**config.mk**
```make
export PLATFORM = sky130hd
export DESIGN_NAME = pipe_skid_wb
export DESIGN_NICKNAME = d
export VERILOG_FILES = /design/src/rtl/pipe_skid_wb_pkg.sv /design/src/rtl/pipe_skid_wb.sv
export SDC_FILE = /design/constraint.sdc
export NUM_CORES = 1
export LEC_CHECK = 0
export CAP_MARGIN = 30
export CORE_ASPECT_RATIO = 1.5
export CORE_MARGIN = 4
export CORE_UTILIZATION = 45
export DETAILED_ROUTE_END_ITERATION = 16
export HOLD_SLACK_MARGIN = 0.1
export MAX_ROUTING_LAYER = met4
export PLACE_DENSITY = 0.77
export SYNTH_ARGS = -nofsm -noshare
export SYNTH_HDL_FRONTEND = slang
export SYNTH_SLANG_ARGS = --single-unit
```
**constraint.sdc**
```tcl
create_clock -name clk -period 2.7 [get_ports clk]
set_clock_uncertainty 0.15 [all_clocks]
set_input_delay 0.54 -clock clk [delete_from_list [all_inputs] [get_ports clk]]
set_output_delay 0.54 -clock clk [all_outputs]
set_load 0.005 [all_outputs]
```
**src/rtl/pipe_skid_wb_pkg.sv**
```systemverilog
// Shared definitions for the write-back skid stage.
// Provides the occupancy state encoding and the default widths used by
// pipe_skid_wb (data 32 bits, register address 5 bits, stall vector 5 bits).
package pipe_skid_wb_pkg;

    // Encoding doubles as the occupancy count presented on the port.
    typedef enum logic [1:0] {
        EMPTY = 2'd0,
        ONE   = 2'd1,
        FULL  = 2'd2
    } state_t;

    localparam int DEF_DATA_W  = 32;
    localparam int DEF_ADDR_W  = 5;
    localparam int DEF_STALL_W = 5;

endpackage

```
**src/rtl/pipe_skid_wb.sv**
```systemverilog
// Write-back stage with a two-entry skid buffer.
// Holds a main entry (drives the register-file write port) and a skid
// entry so that in_ready can be registered without losing data when the
// downstream side stops consuming.
//
// Ports:
//   clk, rst                 clock, asynchronous active-high reset
//   in_valid / in_ready      upstream handshake (in_ready is registered)
//   rd_data_i/rd_addr_i/rd_enable_i   upstream write-back payload
//   out_valid / out_ready    downstream handshake (out_valid is registered)
//   rd_data_o/rd_addr_o/rd_enable_o   write-back payload to register file
//   stall_signal             pipeline stall vector, only STALL_BIT is used
//   flush                    synchronous discard of all held entries
//   occupancy                number of held entries (0..2)
module pipe_skid_wb
    import pipe_skid_wb_pkg::*;
#(
    parameter int DATA_W        = DEF_DATA_W,
    parameter int ADDR_W        = DEF_ADDR_W,
    parameter int STALL_W       = DEF_STALL_W,
    parameter int STALL_BIT     = 4,
    parameter bit ZERO_SUPPRESS = 1'b1
) (
    input  logic               clk,
    input  logic               rst,
    input  logic               in_valid,
    output logic               in_ready,
    input  logic [DATA_W-1:0]  rd_data_i,
    input  logic [ADDR_W-1:0]  rd_addr_i,
    input  logic               rd_enable_i,
    output logic               out_valid,
    input  logic               out_ready,
    output logic [DATA_W-1:0]  rd_data_o,
    output logic [ADDR_W-1:0]  rd_addr_o,
    output logic               rd_enable_o,
    input  logic [STALL_W-1:0] stall_signal,
    input  logic               flush,
    output logic [1:0]         occupancy
);

    state_t              r_state;
    state_t              w_next_state;
    logic                r_in_ready;
    logic                r_out_valid;

    logic [DATA_W-1:0]   r_main_data;
    logic [ADDR_W-1:0]   r_main_addr;
    logic                r_main_en;
    logic [DATA_W-1:0]   r_skid_data;
    logic [ADDR_W-1:0]   r_skid_addr;
    logic                r_skid_en;

    logic                w_stall;
    logic                w_accept;
    logic                w_consume;
    logic                w_cap_en;
    logic                w_load_main_in;
    logic                w_load_skid_in;
    logic                w_move_skid;
    logic                w_unused_stall;

    assign w_stall        = stall_signal[STALL_BIT];
    // Remaining stall bits belong to other stages.
    assign w_unused_stall = ^stall_signal;

    assign w_accept  = in_valid && r_in_ready;
    // A stall blocks the hand-off, so entries are retained while stalled.
    assign w_consume = r_out_valid && out_ready && !w_stall;

    // Writes to register 0 are turned into no-ops at capture time.
    assign w_cap_en = rd_enable_i && !(ZERO_SUPPRESS && (rd_addr_i == '0));

    // State register. Handshake flags are derived from the next state so
    // that in_ready never depends combinationally on out_ready.
    always_ff @(posedge clk or posedge rst) begin
        if (rst) begin
            r_state     <= EMPTY;
            r_in_ready  <= 1'b0;
            r_out_valid <= 1'b0;
        end else begin
            r_state     <= w_next_state;
            r_in_ready  <= (w_next_state != FULL);
            r_out_valid <= (w_next_state != EMPTY);
        end
    end

    // Next-state logic; flush overrides every other condition.
    always_comb begin
        w_next_state = r_state;
        if (flush) begin
            w_next_state = EMPTY;
        end else begin
            case (r_state)
                EMPTY: if (w_accept) w_next_state = ONE;
                ONE: begin
                    if (w_accept && !w_consume)
                        w_next_state = FULL;
                    else if (!w_accept && w_consume)
                        w_next_state = EMPTY;
                end
                FULL:  if (w_consume) w_next_state = ONE;
                default: w_next_state = EMPTY;
            endcase
        end
    end

    // Output logic: entry load strobes and the masked write-back port.
    always_comb begin
        w_load_main_in = 1'b0;
        w_load_skid_in = 1'b0;
        w_move_skid    = 1'b0;
        if (!flush) begin
            case (r_state)
                EMPTY: w_load_main_in = w_accept;
                ONE: begin
                    w_load_main_in = w_accept && w_consume;
                    w_load_skid_in = w_accept && !w_consume;
                end
                FULL:  w_move_skid = w_consume;
                default: ;
            endcase
        end

        // The main entry may still hold stale payload after draining, so
        // everything is gated by out_valid.
        rd_data_o   = r_out_valid ? r_main_data : '0;
        rd_addr_o   = r_out_valid ? r_main_addr : '0;
        rd_enable_o = r_main_en && r_out_valid && !w_stall;
    end

    // Main and skid payload registers.
    always_ff @(posedge clk or posedge rst) begin
        if (rst) begin
            r_main_data <= '0;
            r_main_addr <= '0;
            r_main_en   <= 1'b0;
            r_skid_data <= '0;
            r_skid_addr <= '0;
            r_skid_en   <= 1'b0;
        end else if (flush) begin
            r_main_data <= '0;
            r_main_addr <= '0;
            r_main_en   <= 1'b0;
            r_skid_data <= '0;
            r_skid_addr <= '0;
            r_skid_en   <= 1'b0;
        end else begin
            if (w_load_main_in) begin
                r_main_data <= rd_data_i;
                r_main_addr <= rd_addr_i;
                r_main_en   <= w_cap_en;
            end else if (w_move_skid) begin
                r_main_data <= r_skid_data;
                r_main_addr <= r_skid_addr;
                r_main_en   <= r_skid_en;
            end
            if (w_load_skid_in) begin
                r_skid_data <= rd_data_i;
                r_skid_addr <= rd_addr_i;
                r_skid_en   <= w_cap_en;
            end
        end
    end

    assign in_ready  = r_in_ready;
    assign out_valid = r_out_valid;
    assign occupancy = r_state;

endmodule

```
==> qor.json, run 1 <==
{
  "status": {
    "status": "finished clean"
  },
  "floorplan": {
    "placeableCoreArea_um2": 8060,
    "die_height_um": 120,
    "ios": 90,
    "initial_utilization_pct": 46.4,
    "die_area_um2": 9870,
    "core.rowCount": 40,
    "horiz_die_dim_um": 82.4
  },
  "place": {
    "hpwl_um": 5770,
    "port_buffers": 85,
    "place.gp.congestion": 0.847,
    "dp.cells": 461,
    "placed_cell_area_um2": 4730,
    "post-place-ws_ns": 0.145
  },
  "global_route": {
    "maximum_number_of_pins_on_one_net_before_global_route_repair": 81,
    "track_usage_pct": 20.2,
    "wire_length_of_the_first_global_routing_pass_um": 14800,
    "via_count_of_the_first_global_routing_pass": 2896,
    "grt_antenna_before_repair": 0,
    "gr-total-overflow": 0
  },
  "setup_path": {
    "critical_path_buf_inv_count": 2,
    "reg2reg_setup_slack_ns": 0.70,
    "worst_path_dominant_cell_family": "buffers and inverters",
    "crit_path_top_delay_cell": "clkdlybuf4s50_1",
    "required_ns": 2.01,
    "worst_ep_arrival_time_ns": 1.80,
    "critical_path.cell_chain": "buf_4, and2_1, clkdlybuf4s50_1",
    "timing.critical_path.fanout_max": 23,
    "worst_setup_path_type": "reg2out",
    "cp_slowest_stage_delay_ns": 0.51,
    "start_kind": "flop",
    "critPathCaptureType": "output pin"
  },
  "detailed_routing": {
    "drt_first_pass_iters": 4,
    "drc": 0,
    "vias_per_cell": 5.54,
    "dr_total_vias": 2635,
    "routedWlPerCell_um": 18.5,
    "antenna_violating_nets_post_route": 0,
    "postRouteWirelength_um": 8820,
    "dr.first_iter.drc_count": 106
  },
  "cts": {
    "clock_tree.buffer_depth": 2,
    "cts_sinks": 80,
    "cts_made_buffers": 9,
    "cts-root-buf": "clkbuf_16",
    "hold_buffers": 0,
    "path_clk_slew_ns": 0.06,
    "clkLatencyLatePin_ns": 0.33,
    "cts_max_level": 3,
    "tritoncts": "done"
  },
  "sta": {
    "timing.fmax_mhz": 401,
    "final_min_period_over_clock_period_pct": 92.4,
    "final.min_clock_period_ns": 2.49,
    "finalWorstSetupSlack_ns": 0.206,
    "slew_headroom_pct": 59.0,
    "tightestPinTransition_ns": 0.614,
    "final-max-slew-violation-count": 0,
    "final_hold_viol_count": 0,
    "fin_hold_ws_ns": 0.329,
    "finalSetupTns_ns": 0,
    "final_setup_violation_count": 0,
    "rsz0062_at_grt": "no"
  },
  "logic_synthesis": {
    "synth_nets": 331,
    "synthesis.yosys.warnings": 0,
    "synth_sequential_area_ratio_pct": 53.5,
    "synthesis.area_per_instance_um2": 13.2,
    "ys_ff_latch": 80,
    "synthesized_area_um2": 3740,
    "synthDistinctLibCells": 31,
    "synthCells": 283
  },
  "finish": {
    "leading_cell_types_in_the_layout_fill_and_taps_excluded": "85 x clkdlybuf4s50_1, 79 x dfrtp_1, 38 x mux2i_1, 37 x a22o_1, 37 x and2_1",
    "num-nets-final": 415,
    "mostFrequentLayoutCell": "clkdlybuf4s50_1",
    "instances_no_fill": 476,
    "multiInputGateArea_um2": 1590,
    "drive_above_1_share_pct": 13.2,
    "finish.instance_area_um2": 5000,
    "syn_to_final_growth_pct": 33.7,
    "postLayoutCoreUtil_pct": 62.1,
    "antenna-diode-count": 0,
    "seqCellArea_um2": 2000,
    "n_fill_cell": 646
  },
  "pwr": {
    "p_total_mw": 2.93,
    "static-leakage-power_nw": 2.17,
    "power_density_nw_per_um2": 586,
    "power.ir.vdd_worst_mv": 0.351
  },
  "worst_hold_path": {
    "worst_hold_path_class": "reg2reg"
  },
  "run": {
    "max_cap_viol_count": 0
  }
}
-- synthesized netlist by cell type --
master,count,area [µm²]
a211oi_1,1,7.51
a21o_1,1,7.51
a21oi_1,2,10.0
a21oi_4,1,16.3
a22o_1,37,324
a31oi_1,2,12.5
and2_1,37,231
and2_4,1,8.76
and3b_1,3,26.3
buf_2,9,45.0
buf_4,1,7.51
buf_6,7,78.8
clkbuf_1,6,22.5
dfrtp_1,80,2000
inv_1,2,7.51
mux2i_1,38,380
nand2_1,4,15.0
nand3b_4,2,40.0
nand4b_1,1,8.76
nor2b_1,1,6.26
nor2b_2,1,8.76
nor3_1,1,5.00
nor3_4,2,32.5
o21ai_0,2,10.0
o21bai_4,1,18.8
o2bb2ai_1,26,228
o2bb2ai_2,10,150
o41ai_1,1,8.76
or2_2,1,6.26
or3_2,1,7.51
or4_1,1,7.51
-- area by class of cell --
cell class	count	area share (%)
well taps	105	2.63
repair buffers	96	19.8
clock inverters	5	0.675
clock buffers	10	4.78
inverters	2	0.225
flip-flops and latches	80	40.0
multi-input cells	178	31.8
-- kinds of logic after synthesis --
family / count (synthesis) / synth area share [%]
simple gates: 56 / 10.8
buf+inv: 25 / 4.31
compound gates: 84 / 21.2
mux: 38 / 10.2
flops: 80 / 53.5
-- metal layers --
metal,GRT usage [%],wire length [µm]
met1,26.0,3820
met2,31.7,4510
met3,3.90,338
met4,6.65,159
met5,-,0
-- flip-flops by register name, indices dropped and copies added, names as in the netlist --
register     cells
r_skid_addr      5
out_valid        1
r_skid_en        1
occupancy        2
r_skid_data     32
r_main_addr      5
in_ready         1
r_main_data     32
r_main_en        1
-- repair_timing --
item | 4_1_cts | 5_1_grt
buffers inserted | 0 | 0
setup endpoints to repair | 0 | 17
resized for setup | 0 | 1
-- worst paths after layout --
kind | depth (start not counted) | start | end
setup / recovery | 3 | out_valid | rd_data_o[14]
hold / removal | 1 | r_main_data[5] | r_main_data[5]
setup reg to reg | 5 | out_valid | r_main_data[26]
hold reg to reg | 1 | r_main_data[5] | r_main_data[5]
max in group asynchronous | 3 | rst | out_valid
min in group asynchronous | 3 | rst | r_main_data[2]
-- power breakdown --
group / total [mW] / internal [mW] / switching, mW / leakage (nW)
sequential: 1.32 / 1.27 / 0.0524 / 1.09
clock: 1.11 / 0.640 / 0.467 / 0.130
combinational: 0.503 / 0.249 / 0.254 / 0.947
Power figures use the tool's default switching activity.
==> inputs of run 2 (changes only) <==
--- a/config.mk
+++ b/config.mk
@@ -13,6 +13,7 @@
 export HOLD_SLACK_MARGIN = 0.1
 export MAX_ROUTING_LAYER = met4
 export PLACE_DENSITY = 0.77
+export SKIP_CTS_REPAIR_TIMING = 1
 export SYNTH_ARGS = -nofsm -noshare
 export SYNTH_HDL_FRONTEND = slang
 export SYNTH_SLANG_ARGS = --single-unit
==> results of run 2 <==
No change in the layout: final DEF, timing and power equal those of run 1.
==> edit 1, RTL diff (flow settings as in run 2) <==
Set the package constant `DEF_DATA_W` to 64 (it was 32).
--- a/src/rtl/pipe_skid_wb_pkg.sv
+++ b/src/rtl/pipe_skid_wb_pkg.sv
@@ -10,7 +10,7 @@
         FULL  = 2'd2
     } state_t;
 
-    localparam int DEF_DATA_W  = 32;
+    localparam int DEF_DATA_W  = 64;
     localparam int DEF_ADDR_W  = 5;
     localparam int DEF_STALL_W = 5;
 
Interface: changed (resized rd_data_i and rd_data_o); port bits go from 90 to 154. No check against the original RTL was run, so the function may have changed too.
==> edit 1 against run 2 <==
  * Setup slack got worse by 0.11 ns
  * Synthesized cell count rose by 75%
  * Cell area rose by 76%
  * Die area rose by 65%
  * Critical path depth did not move
  * Synthesized area rose by 71%
  * Wire length rose by 87%
  * Total power rose by 89%
  * Count of clock-buffer cells in the layout rose by 9
  * First-iteration DRC count rose by 120%
  * Sequential cell count rose by 64
  * Via count rose by 80%
  * Sequential share of layout area rose by 0.94 points
==> edit 1: results (changes against run 2) <==
| Metric | Value |
|---|---|
| Fin worst setup slack | `0.0994 ns (-0.107 ns)` |
| Crit path DAT | `1.91 ns (+0.11 ns)` |
| RR Endpoint | `r_main_data[55]$_DFFE_PP0P_` |
| Synth top area cells | `dfrtp_1 56%, mux2i_1 11%, a22o_1 9.6%` |
| WHS | `0.331 ns (+0.00184 ns)` |
| CP Max Fanout | `21 (-8.7%)` |
| Int Power | `4.10 mW (+90%)` |
| FF-to-FF setup slack | `0.61 ns (-0.09 ns)` |
| Least-Margin Pin Slew | `0.834 ns (+0.220 ns)` |
| Primary FF master, synth | `dfrtp_1` |
| First-pass GRT wire length | `27400 um (+85%)` |
| Placed cell areas | `8200 um2 (+73%)` |
| Via-to-Cell Ratio | `5.63 (+1.6%)` |
| DP HPWL | `10600 um (+83%)` |
| DR iter-0 viols | `233 (+120%)` |
| Vias in the first global route | `5159 (+78%)` |
| Hold_sp | `r_main_data[24]$_DFFE_PP0P_` |
| Leakage power | `3.84 nW (+77%)` |
| Hold Path Sink | `r_main_data[24]$_DFFE_PP0P_` |
| Buffers on Ports | `149 (+75%)` |
| Crit path from | `out_valid$_DFF_PP0_` |
| Antenna violations before repair | `0 (unchanged)` |
| Synth cell count leaders | `144 x dfrtp_1, 70 x a22o_1, 70 x mux2i_1, 70 x o2bb2ai_1, 69 x and2_1` |
| GPL Wtd Cong | `0.783 (-7.5%)` |
| H-tree lvl count | `4 (+1)` |
| Final nets | `716 (+73%)` |
| Max incr delay on CP | `0.55 ns (+0.04 ns)` |
| Hold Path Depth | `1 (unchanged)` |
| Pin count of the biggest net entering global routing | `145 (+79%)` |
| Inst Count DP | `809 (+75%)` |
| WL final | `16500 um (+87%)` |
| Delay-heaviest family, CP | `buffers and inverters` |
| DP Worst Slack | `0.0147 ns (-0.130 ns)` |
| Antenna-violating nets left | `0 (unchanged)` |
| Total CTS buffers | `17 (+8)` |
| Wire per inst | `19.6 um (+5.6%)` |
| Gr usage total | `0.215 (+0.0134)` |
| Peak VDD IR | `0.441 mV (+26%)` |
| R2R cell count | `6 (+1)` |
| ANT cells | `0 (unchanged)` |
| CP Capture Point | `rd_data_o[7]` |
| Share of post-route cells with drive strength above 1 | `0.0894 (-0.0427)` |
| Top Registers | `r_main_data: 64 flops, r_skid_data: 64 flops` |
| Mapped Nets | `576 (+74%)` |
| Status | `finished clean` |
| Clk root buf | `clkbuf_16` |
| Sequential fraction of the synthesis area | `0.562 (+0.0272)` |
| Clock Latency Late Sink | `0.41 ns (+0.08 ns)` |
| Yosys cell types | `30 (-3.2%)` |
| Gate Count Post-Synth | `496 (+75%)` |
-- edit 1: cell count changes after synthesis, moves of 2 or more --
cell	delta
buf_2	+12
nor3_4	-2
nor2_1	+3
and2_1	+32
dfrtp_1	+64
nand2_1	-2
o2bb2ai_2	-10
mux2i_1	+32
clkbuf_1	+10
o2bb2ai_1	+44
a22o_1	+33
-- edit 1: routing by layer --
metal / vias up / GRT usage / wire (um) / part of all wire
li1: 2126 / - / - / -
met1: 2448 / 0.278 / 7060 / 0.43
met2: 136 / 0.343 / 8420 / 0.51
met3: 21 / 0.0344 / 626 / 0.038
met4: 0 / 0.0813 / 357 / 0.022
met5: - / - / 0 / 0
-- edit 1: area by class of cell --
class,instances,area [um2]
Clock buffer,19,453
Clock inverter,13,149
Fill cell,1069,5190
Inverter,1,7.51
Multi-Input combinational cell,305,2590
Sequential cell,144,3610
Tap cell,192,240
Timing Repair Buffer,167,1750
-- edit 1: power groups by stage --
| stage | sequential [mW] | combinational (mW) | clock, mW |
|---|---|---|---|
| global placement | 2.38 | 0.787 | 0 |
| finish | 2.35 | 0.799 | 2.38 |
| CTS | 2.35 | 0.810 | 2.43 |
| global route | 2.36 | 0.867 | 2.53 |
| detailed placement | 2.38 | 0.807 | 0 |
| floorplan | 2.35 | 0.474 | 0 |
-- edit 1: cell families (layout without fill, tap and decap cells) --
family          after synthesis  count (layout)  synth area share
mux                          70              70             0.109
simple gates                 85              85            0.0855
compound gates              150             150             0.202
flops                       144             144             0.562
buf+inv                      47             200            0.0410
==> edit 2, RTL diff (config.mk and constraints of run 2) <==
Made on the original files. Reset style: synchronous (`rst`), changed in 2 clocked blocks. Comments in the files are not updated.
--- a/src/rtl/pipe_skid_wb.sv
+++ b/src/rtl/pipe_skid_wb.sv
@@ -72,7 +72,7 @@
 
     // State register. Handshake flags are derived from the next state so
     // that in_ready never depends combinationally on out_ready.
-    always_ff @(posedge clk or posedge rst) begin
+    always_ff @(posedge clk) begin
         if (rst) begin
             r_state     <= EMPTY;
             r_in_ready  <= 1'b0;
@@ -129,7 +129,7 @@
     end
 
     // Main and skid payload registers.
-    always_ff @(posedge clk or posedge rst) begin
+    always_ff @(posedge clk) begin
         if (rst) begin
             r_main_data <= '0;
             r_main_addr <= '0;
Behaviour: differs if rst is asserted again (counterexample within 4 cycles, from zero or initial values and one cycle with rst high); with rst held inactive, the same outputs for 4 cycles.
==> edit 2 against run 2 <==
  * Sequential cell count unchanged
  * Setup slack got worse by 0.011 ns
  * Die area fell by 7.8%
  * Cell area decreased by 8.5%
  * Cell count is 24% higher
  * Critical endpoint is now rd_data_o[5]
  * Synthesized area fell by 8.4%
  * Sequential share of layout area decreased by 5.1 points
  * Wire length down 1.1%
  * Fmax down 0.45%
  * Worst hold slack got worse by 0.021 ns
Power is not compared: it rests on default switching activity, and its combinational part moved more than twofold at a synthesized area within 25%.
==> edit 2: results (changes against run 2) <==
| Metric | Value |
|---|---|
| Status | `finished clean` |
| Vias in the first global route | `3120 (+7.7%)` |
| Met2 Resource Use GR | `0.362 (+0.0449)` |
| DR vias | `3161 (+20%)` |
| FF-to-FF setup slack | `0.50 ns (-0.20 ns)` |
| Worst-path clk slew | `0.08 ns (+0.02 ns)` |
| Final nets | `534 (+29%)` |
| DP HPWL | `5890 um (+2.0%)` |
| Clk root buf | `clkbuf_8` |
| DR iter-0 viols | `221 (+110%)` |
| First-pass GRT wire length | `14100 um (-5.0%)` |
| Pin count of the biggest net entering global routing | `40 (-51%)` |
| Sequential fraction of the synthesis area | `0.467 (-0.0676)` |
| Met1 GRT Util | `0.206 (-0.0538)` |
| GPL Wtd Cong | `0.722 (-15%)` |
| Least-Margin Pin Slew | `0.412 ns (-0.202 ns)` |
| Met2 WL | `4610 um (+2.3%)` |
| Hold_sp | `r_skid_data[17]$_SDFFE_PP0P_` |
| Global routing usage on met3 | `0.0384 (-0.000638)` |
| Fraction of registers with async set/reset | `0 (-1.00)` |
| Crit path from | `out_valid$_SDFF_PP0_` |
| Mapped Nets | `460 (+39%)` |
| Synth cell count leaders | `81 x nand2_1, 80 x dfxtp_1, 76 x a21oi_1, 39 x nand3_1, 38 x and2_1` |
| CP Max Fanout | `17 (-26%)` |
| WL met1 | `3450 um (-9.6%)` |
| TritonRoute pass-1 iters | `5 (+1)` |
| Gr usage total | `0.203 (+0.00109)` |
| Placed cell areas | `4360 um2 (-7.8%)` |
| Slew Limit Fails | `0 (unchanged)` |
| Primary FF master, synth | `dfxtp_1` |
| Clock Latency Late Sink | `0.35 ns (+0.02 ns)` |
| WL final | `8730 um (-1.1%)` |
| Share of post-route cells with drive strength above 1 | `0.0978 (-0.0343)` |
-- edit 2: per-stage QoR --
| stage | setup WS, ns | hold WS [ns] | instances |
|---|---|---|---|
| after detailed placement | 0.253 | 0.298 | 575 |
| after global placement | 0.261 | 0.292 | 575 |
| after global routing | 0.0815 | 0.319 | 591 |
| after CTS | 0.152 | 0.309 | 591 |
| final | 0.195 | 0.308 | 591 |
| after floorplan | 0.861 | 0.287 | 412 |
-- edit 2: path summary, 6_finish.rpt --
path,end,cells after the start
setup reg to reg,r_main_data[16]$_SDFFE_PP0P_,6
hold / removal,r_skid_data[17]$_SDFFE_PP0P_,2
hold reg to reg,r_skid_data[17]$_SDFFE_PP0P_,2
setup / recovery,rd_data_o[5],3
-- edit 2: cell families (layout without fill, tap and decap cells) --
group	after synthesis	after routing	synth area share
multiplexers	1	1	0.00292
AO/OA/AOI/OAI	121	121	0.229
flip-flops	80	80	0.467
buffers and inverters	39	118	0.0584
AND/OR/NAND/NOR	171	171	0.242
-- edit 2: report_power, final --
part           switching (mW)  internal, mW
Sequential            0.00810          1.19
Clock                   0.411         0.527
Combinational          0.0805        0.0902
Total                   0.499          1.81
-- edit 2: final cells by class --
| cell class | instances | area, um2 |
|---|---|---|
| clock buffer | 14 | 183 |
| clock inverter | 2 | 35.0 |
| fill | 674 | 2750 |
| inverter | 1 | 3.75 |
| multi-input combinational | 293 | 1630 |
| sequential | 80 | 1600 |
| tap | 100 | 125 |
| timing repair buffer | 101 | 996 |
-- edit 2: critical path: stages, from the launching register on --
cell and delay, ns:
dfxtp_1 0.52, buf_4 0.28, and2_1 0.15, clkdlybuf4s50_1 0.50
